`src/rtl/mips_mem_pkg.sv`:
```
// Shared definitions for the MIPS memory arbiter: FSM states, requester ids
// and default bus widths.
package mips_mem_pkg;

  localparam int unsigned ADDR_W_DEF = 10;
  localparam int unsigned DATA_W_DEF = 32;

  typedef enum logic [1:0] {
    IDLE  = 2'd0,
    ISSUE = 2'd1,
    WAIT  = 2'd2,
    RESP  = 2'd3
  } arb_state_t;

  typedef enum logic {
    REQ_IF = 1'b0,
    REQ_DM = 1'b1
  } req_id_t;

endpackage

```
`src/rtl/mips_mem_arbiter.sv`:
```
// Single-port memory arbiter between instruction fetch (if) and data (dm),
// data-priority with a starvation bound. Optional grant counters: MIPS_ARB_STATS_EN.
module mips_mem_arbiter
  import mips_mem_pkg::*;
#(
  parameter int unsigned ADDR_W     = ADDR_W_DEF,
  parameter int unsigned DATA_W     = DATA_W_DEF,
  parameter int unsigned MEM_LAT    = 2,
  parameter int unsigned STARVE_MAX = 4
) (
  input  logic              clk1,
  input  logic              rst,
  input  logic              if_req,
  input  logic [ADDR_W-1:0] if_addr,
  output logic              if_ack,
  output logic [DATA_W-1:0] if_rdata,
  input  logic              dm_req,
  input  logic              dm_we,
  input  logic [ADDR_W-1:0] dm_addr,
  input  logic [DATA_W-1:0] dm_wdata,
  output logic              dm_ack,
  output logic [DATA_W-1:0] dm_rdata,
  output logic              mem_en,
  output logic              mem_we,
  output logic [ADDR_W-1:0] mem_addr,
  output logic [DATA_W-1:0] mem_wdata,
  input  logic [DATA_W-1:0] mem_rdata,
  output logic              busy
`ifdef MIPS_ARB_STATS_EN
  ,
  output logic [15:0]       if_grant_cnt,
  output logic [15:0]       dm_grant_cnt
`endif
);

  localparam logic [3:0] STARVE_LIM = 4'(STARVE_MAX);
  localparam logic [3:0] WAIT_INIT  = (MEM_LAT >= 2) ? 4'(MEM_LAT - 2) : 4'd0;

  arb_state_t state;
  req_id_t    owner;
  logic       lat_we;
  logic [3:0] starve_cnt;
  logic [3:0] wait_cnt;
  logic       pick_if;
  logic       grant_if;
  logic       grant_dm;
  logic       capture;

  // mem_rdata is valid on the edge that leaves WAIT, or leaves ISSUE when MEM_LAT is 1.
  always_comb begin
    pick_if  = if_req && (!dm_req || (starve_cnt == STARVE_LIM));
    grant_if = (state == IDLE) && pick_if;
    grant_dm = (state == IDLE) && dm_req && !pick_if;
    capture  = ((state == ISSUE) && !lat_we && (MEM_LAT == 1)) ||
               ((state == WAIT) && (wait_cnt == '0));
  end

  // mem_addr/mem_wdata double as the latched request; mem_we is kept separate
  // in lat_we because the output must drop after ISSUE.
  always_ff @(posedge clk1) begin
    if (rst) begin
      state      <= IDLE;
      owner      <= REQ_IF;
      lat_we     <= 1'b0;
      starve_cnt <= '0;
      wait_cnt   <= '0;
      if_ack     <= 1'b0;
      dm_ack     <= 1'b0;
      if_rdata   <= '0;
      dm_rdata   <= '0;
      mem_en     <= 1'b0;
      mem_we     <= 1'b0;
      mem_addr   <= '0;
      mem_wdata  <= '0;
      busy       <= 1'b0;
    end else begin
      if_ack <= 1'b0;
      dm_ack <= 1'b0;
      mem_en <= 1'b0;
      mem_we <= 1'b0;
      unique case (state)
        IDLE: begin
          if (grant_if) begin
            owner      <= REQ_IF;
            lat_we     <= 1'b0;
            mem_addr   <= if_addr;
            starve_cnt <= '0;
          end else if (grant_dm) begin
            owner     <= REQ_DM;
            lat_we    <= dm_we;
            mem_we    <= dm_we;
            mem_addr  <= dm_addr;
            mem_wdata <= dm_wdata;
            if (if_req && (starve_cnt != STARVE_LIM))
              starve_cnt <= starve_cnt + 4'd1;
          end
          if (grant_if || grant_dm) begin
            state  <= ISSUE;
            mem_en <= 1'b1;
            busy   <= 1'b1;
          end
        end
        ISSUE: begin
          wait_cnt <= WAIT_INIT;
          if (lat_we) begin
            state  <= RESP;
            dm_ack <= 1'b1;
          end else if (MEM_LAT == 1) begin
            state <= RESP;
          end else begin
            state <= WAIT;
          end
        end
        WAIT: begin
          if (wait_cnt == '0) state <= RESP;
          else                wait_cnt <= wait_cnt - 4'd1;
        end
        RESP: begin
          state <= IDLE;
          busy  <= 1'b0;
        end
        default: state <= IDLE;
      endcase
      if (capture) begin
        if (owner == REQ_IF) begin
          if_ack   <= 1'b1;
          if_rdata <= mem_rdata;
        end else begin
          dm_ack   <= 1'b1;
          dm_rdata <= mem_rdata;
        end
      end
    end
  end

`ifdef MIPS_ARB_STATS_EN
  always_ff @(posedge clk1) begin
    if (rst) begin
      if_grant_cnt <= '0;
      dm_grant_cnt <= '0;
    end else begin
      if (grant_if && (if_grant_cnt != '1)) if_grant_cnt <= if_grant_cnt + 16'd1;
      if (grant_dm && (dm_grant_cnt != '1)) dm_grant_cnt <= dm_grant_cnt + 16'd1;
    end
  end
`endif

endmodule

```
`config.mk`:
```
export PLATFORM = sky130hd
export DESIGN_NAME = mips_mem_arbiter
export DESIGN_NICKNAME = d
export VERILOG_FILES = /design/src/rtl/mips_mem_pkg.sv /design/src/rtl/mips_mem_arbiter.sv
export SDC_FILE = /design/constraint.sdc
export NUM_CORES = 1
export LEC_CHECK = 0
export ABC_AREA = 1
export CAP_MARGIN = 10
export CORE_ASPECT_RATIO = 1.5
export CORE_UTILIZATION = 47
export CTS_BUF_LIST = sky130_fd_sc_hd__clkbuf_4
export CTS_CLUSTER_DIAMETER = 60
export DETAILED_ROUTE_END_ITERATION = 12
export GPL_TIMING_DRIVEN = 0
export HOLD_SLACK_MARGIN = 0.08
export PLACE_DENSITY = 0.87
export SLEW_MARGIN = 20
export SYNTH_ARGS = -nofsm -noshare
export SYNTH_HDL_FRONTEND = slang
export SYNTH_SLANG_ARGS = --single-unit
```
`constraint.sdc`:
```
create_clock -name clk1 -period 3.45 [get_ports clk1]
set_input_delay 0.69 -clock clk1 [delete_from_list [all_inputs] [get_ports clk1]]
set_output_delay 0.69 -clock clk1 [all_outputs]
set_load 0.03 [all_outputs]
```
==> out/metrics.csv, run 1 <==
metric,value,unit
status,"finished, final reports clean",
Seq. cell area,2460,um2
multi-input gate area in the final layout,2020,um2
syn nets,721,
port bufs,198,
headroom to the max-slew limit,0.633,
Die W,85.2,um
mean area per synthesized cell,7.81,um2
share of post-route cells with drive strength above 1,0.0796,
peak supply drop,0.000378,V
Core Rows,45,
"commonest non-fill, non-tap cells in the layout","clkdlybuf4s50_1, dfxtp_1, nand2_1",
cell area after synthesis,4880,um2
Tot Pwr,0.00521,W
grt ovf,0,
Iter 0 DRT Violations,204,
CTS H-Tree Depth,4,
crit path max fanout,2,
initial antenna violation count,0,
global-route wire length before repair,22.7,mm
Crit path max-delay family,buffers and inverters,
Via density,5.25,
delay of the slowest critical-path stage,690,ps
setup bufs post-CTS,0,
Critical Path RT,2760,ps
post-synth cell types,24,
Synth top area share,0.505,
ANT cells,0,
via count,5102,
Synth Register Bits,123,
main area contributors after synthesis,"dfxtp_1, nand2_1, nand3_1",
Peak Freq,439,MHz
Yosys warnings,0,
CP cell instances,clkdlybuf4s50_1,
die area,10800,um2
Synth area leader,dfxtp_1,
clk_skew,13.1,ps
setup violators final,0,
Static Leak,2.80,nW
crit path DAT,1590,ps
Nets,938,
vias in the first global route,4937,
Area after DPL,7000,um2
min Tclk post-route,2280,ps
cts hold-fix bufs,0,
clk sinks,123,
clock slew seen by the registers of the worst setup and hold paths,110,ps
Worst path slowest cell,clkdlybuf4s50_1,
GRT Util Overall,0.265,
Tcrit/Tclk final,0.660,
Post-DP HPWL,10.9,mm
post-route cell area,7330,um2
Layout fillers,777,
"most common cell after layout, fill and taps aside",clkdlybuf4s50_1,
Final ANT Viol Nets,0,
CTS Buf Count,17,
chip height,127,um
PwrDens,711,nW/um2
RSZ-0062 raised after global routing,false,
clock latency on the worst-skew pair,510,ps
initial core utilization,0.484,
clock buffer depth,2,
Synth async-reset ratio,0,
largest net degree at the start of global routing,17,
Layout area overhead,50.3,%
Critical Path Source Type,flop,
Pre-Repair DR Iteration Count,4,
worst-margin pin slew,551,ps
final setup TNS,0,ps
"EDFF count, synth",0,
Max-cap violations,0,
CTS tree,done,
main flop type after synthesis,dfxtp_1,
WHS,468,ps
Syn Inst Count,624,
I/O Pins,200,
CP bufs+invs,1,
CTS root buf,clkbuf_4,
critical path class,reg -> out,
Worst Hold Class,reg -> reg,
GP Congestion,0.880,
Avg WL per Cell,14.6,um
"Hold Vio Cnt, Final",0,
"Slew Viols, Final",0,
Crit. End Element,output port,
residual DRC count,0,
core footprint,10100,um2
WL final,14.2,mm
post_cts resized,0,
sequential area share after synthesis,0.505,
worst reg2reg max path, cell delays in order (launching register included):
cell     delay [ps]
dfxtp_1         360
inv_1           140
ha_1            350
nand2_1         160
a21oi_4         240
buf_2           260
nor2_1           70
nor2_1          100
synth_stat cells, types with 12 or more instances:
| cell type | number |
|---|---|
| dfxtp_1 | 123 |
| clkbuf_1 | 20 |
| nor2_1 | 73 |
| inv_1 | 29 |
| o21ai_1 | 22 |
| nand2_1 | 116 |
| o21ai_0 | 15 |
| nand3_1 | 79 |
| buf_2 | 14 |
| a21oi_1 | 77 |
| nand4_1 | 12 |
final cells by class:
type | instances | area share
Timing Repair Buffer | 198 | 0.270
Sequential cell | 123 | 0.336
Inverter | 31 | 0.0159
Multi-Input combinational cell | 424 | 0.276
Clock inverter | 15 | 0.0271
Buffer | 46 | 0.0372
Tap cell | 117 | 0.0200
Clock buffer | 17 | 0.0174
final timing paths:
kind                                  start  slack, ps            end  cells past startpoint
worst max-delay path            dm_rdata[1]       1170    dm_rdata[1]                      1
worst min-delay path            dm_rdata[9]        470    dm_rdata[9]                      2
worst max register to register     state[1]       1730  mem_wdata[19]                      7
worst min register to register  dm_rdata[9]        470    dm_rdata[9]                      2
stage by stage:
step                utilization  cells  worst slack (ps)
floorplan                     -    624              1830
global placement          0.695    939              1120
detailed placement        0.695    939              1060
CTS                       0.727    971              1120
global route              0.727    971              1090
finish                    0.727    971              1170
cell families (layout without fill, tap and decap cells):
logic type,after synthesis,after routing,share of synthesized area
buffers and inverters,77,307,0.0798
AO/OA/AOI/OAI,126,126,0.138
XOR/XNOR,2,2,0.00359
adder cells (fa/ha/maj),8,8,0.0205
AND/OR/NAND/NOR,288,288,0.254
flip-flops,123,123,0.505
state kept, by name, summed over array words and instances (netlist names), 2 cells and up:
register    cells
mem_addr       10
dm_rdata       32
state           2
wait_cnt        4
mem_wdata      32
if_rdata       32
starve_cnt      4
routing by layer:
metal	wire length (um)	GRT usage	vias to the layer above
met5	0	0	-
met4	436	0.127	0
met3	1010	0.0755	38
met2	7740	0.505	224
met1	5040	0.255	2346
li1	-	-	2494
report_power, final:
group,switching (W),internal (W)
clock network,0.000549,0.000574
logic,0.00136,0.000892
registers,0.000152,0.00169
total,0.00206,0.00315
Power figures use the tool's default switching activity.
==> run 2, diff against run 1 <==
- CORE_UTILIZATION: 47 -> 44
- PLACE_DENSITY: 0.87 -> 0.82
- clock period: 3.45 -> 2.2 ns (I/O delays scaled with it)
==> out/metrics.csv, run 2 (synthesis gave the netlist of run 1 again) <==
metric,value,unit
CP cell instances,clkdlybuf4s50_1,
Avg WL per Cell,14.4,um
Area after DPL,7040,um2
Peak Freq,490,MHz
final setup TNS,0,ps
CTS tree,done,
die area,11500,um2
Crit. Startpoint,dm_rdata[1],
Critical Path Source Type,flop,
Post-DP HPWL,11.2,mm
crit path max fanout,2,
Final ANT Viol Nets,0,
min Tclk post-route,2040,ps
Worst path slowest cell,clkdlybuf4s50_1,
"Slew Viols, Final",0,
initial antenna violation count,0,
Critical Path RT,1760,ps
Crit. End Element,output port,
largest registers,"dm_rdata: 32 flops, if_rdata: 32 flops, mem_wdata: 32 flops",
Via density,5.10,
Crit path max-delay family,buffers and inverters,
Layout area overhead,51.5,%
crit path DAT,1600,ps
Tcrit/Tclk final,0.927,
Setup WS pre-CTS,29.2,ps
GR met3 Demand/Resource,0.0867,
"most common cell after layout, fill and taps aside",clkdlybuf4s50_1,
reg2reg start,state[0],
Static Leak,2.81,nW
Iter 0 DRT Violations,147,
port bufs,198,
clock slew seen by the registers of the worst setup and hold paths,110,ps
Nets,938,
residual DRC count,0,
headroom to the max-slew limit,0.641,
via count,5089,
clk_skew,16.7,ps
core footprint,10700,um2
met2 global-route usage,0.478,
I/O Pins,200,
critical path class,reg -> out,
share of post-route cells with drive strength above 1,0.0796,
setup slack after layout,160,ps
initial core utilization,0.455,
WL final,14.3,mm
Pre-Repair DR Iteration Count,4,
Max-cap violations,0,
M1 GR Usage,0.243,
CTS root buf,clkbuf_4,
"Hold Vio Cnt, Final",0,
clock buffer depth,2,
CP bufs+invs,1,
Layout fillers,891,
Core Rows,46,
clock latency on the worst-skew pair,520,ps
Worst Hold Class,in -> reg,
setup bufs post-CTS,0,
post-route cell area,7390,um2
vias in the first global route,5074,
RSZ-0062 raised after global routing,false,
delay of the slowest critical-path stage,700,ps
gr busiest metal,met2,
grt ovf,0,
worst-margin pin slew,538,ps
cts hold-fix bufs,0,
clk sinks,123,
status,"finished, final reports clean",
chip height,131,um
"commonest non-fill, non-tap cells in the layout","clkdlybuf4s50_1, dfxtp_1, nand2_1",
GRT Util Overall,0.255,
critical hold path startpoint,if_req,
setup violators final,0,
CTS Buf Count,17,
peak supply drop,0.000655,V
ANT cells,0,
post_cts resized,0,
largest net degree at the start of global routing,17,
global-route wire length before repair,22.7,mm
PwrDens,1120,nW/um2
GP Congestion,0.822,
Die W,88.0,um
CTS H-Tree Depth,4,
## run 2: path summary, 6_finish.rpt
| check | endpoint | slack, ps | cells past startpoint |
|---|---|---|---|
| worst max-delay path | dm_rdata[1] | 160 | 1 |
| worst min-delay path | starve_cnt[1] | 340 | 5 |
| worst max register to register | mem_wdata[30] | 460 | 7 |
| worst min register to register | if_rdata[30] | 470 | 2 |
## run 2: layer usage
| metal | share of wire | up-vias |
|---|---|---|
| li1 | - | 2498 |
| met1 | 0.36 | 2342 |
| met2 | 0.53 | 212 |
| met3 | 0.084 | 37 |
| met4 | 0.031 | 0 |
| met5 | 0 | - |
## run 2: layout make-up
class                   instances  area [um2]  share of cell area
flip-flops and latches        123        2460               0.333
well taps                     144         180              0.0244
inverters                      31         116              0.0158
clock inverters                15         220              0.0298
multi-input cells             424        2020               0.274
repair buffers                198        1980               0.268
clock buffers                  17         128              0.0173
plain buffers                  46         273              0.0369
## run 2: stage by stage
stage | hold slack, ps | util | total power (W) | std cells
global placement | 448 | 0.657 | 0.00633 | 966
floorplan | 444 | - | 0.00513 | 624
finish | 345 | 0.690 | 0.00829 | 998
CTS | 306 | 0.690 | 0.00834 | 998
detailed placement | 453 | 0.657 | 0.00644 | 966
global route | 333 | 0.690 | 0.00878 | 998
## run 2: report_power, final
group | switching [W] | total [W] | internal, W
registers | 0.000236 | 0.00288 | 0.00264
clock network | 0.000872 | 0.00189 | 0.00102
logic | 0.00213 | 0.00352 | 0.00140
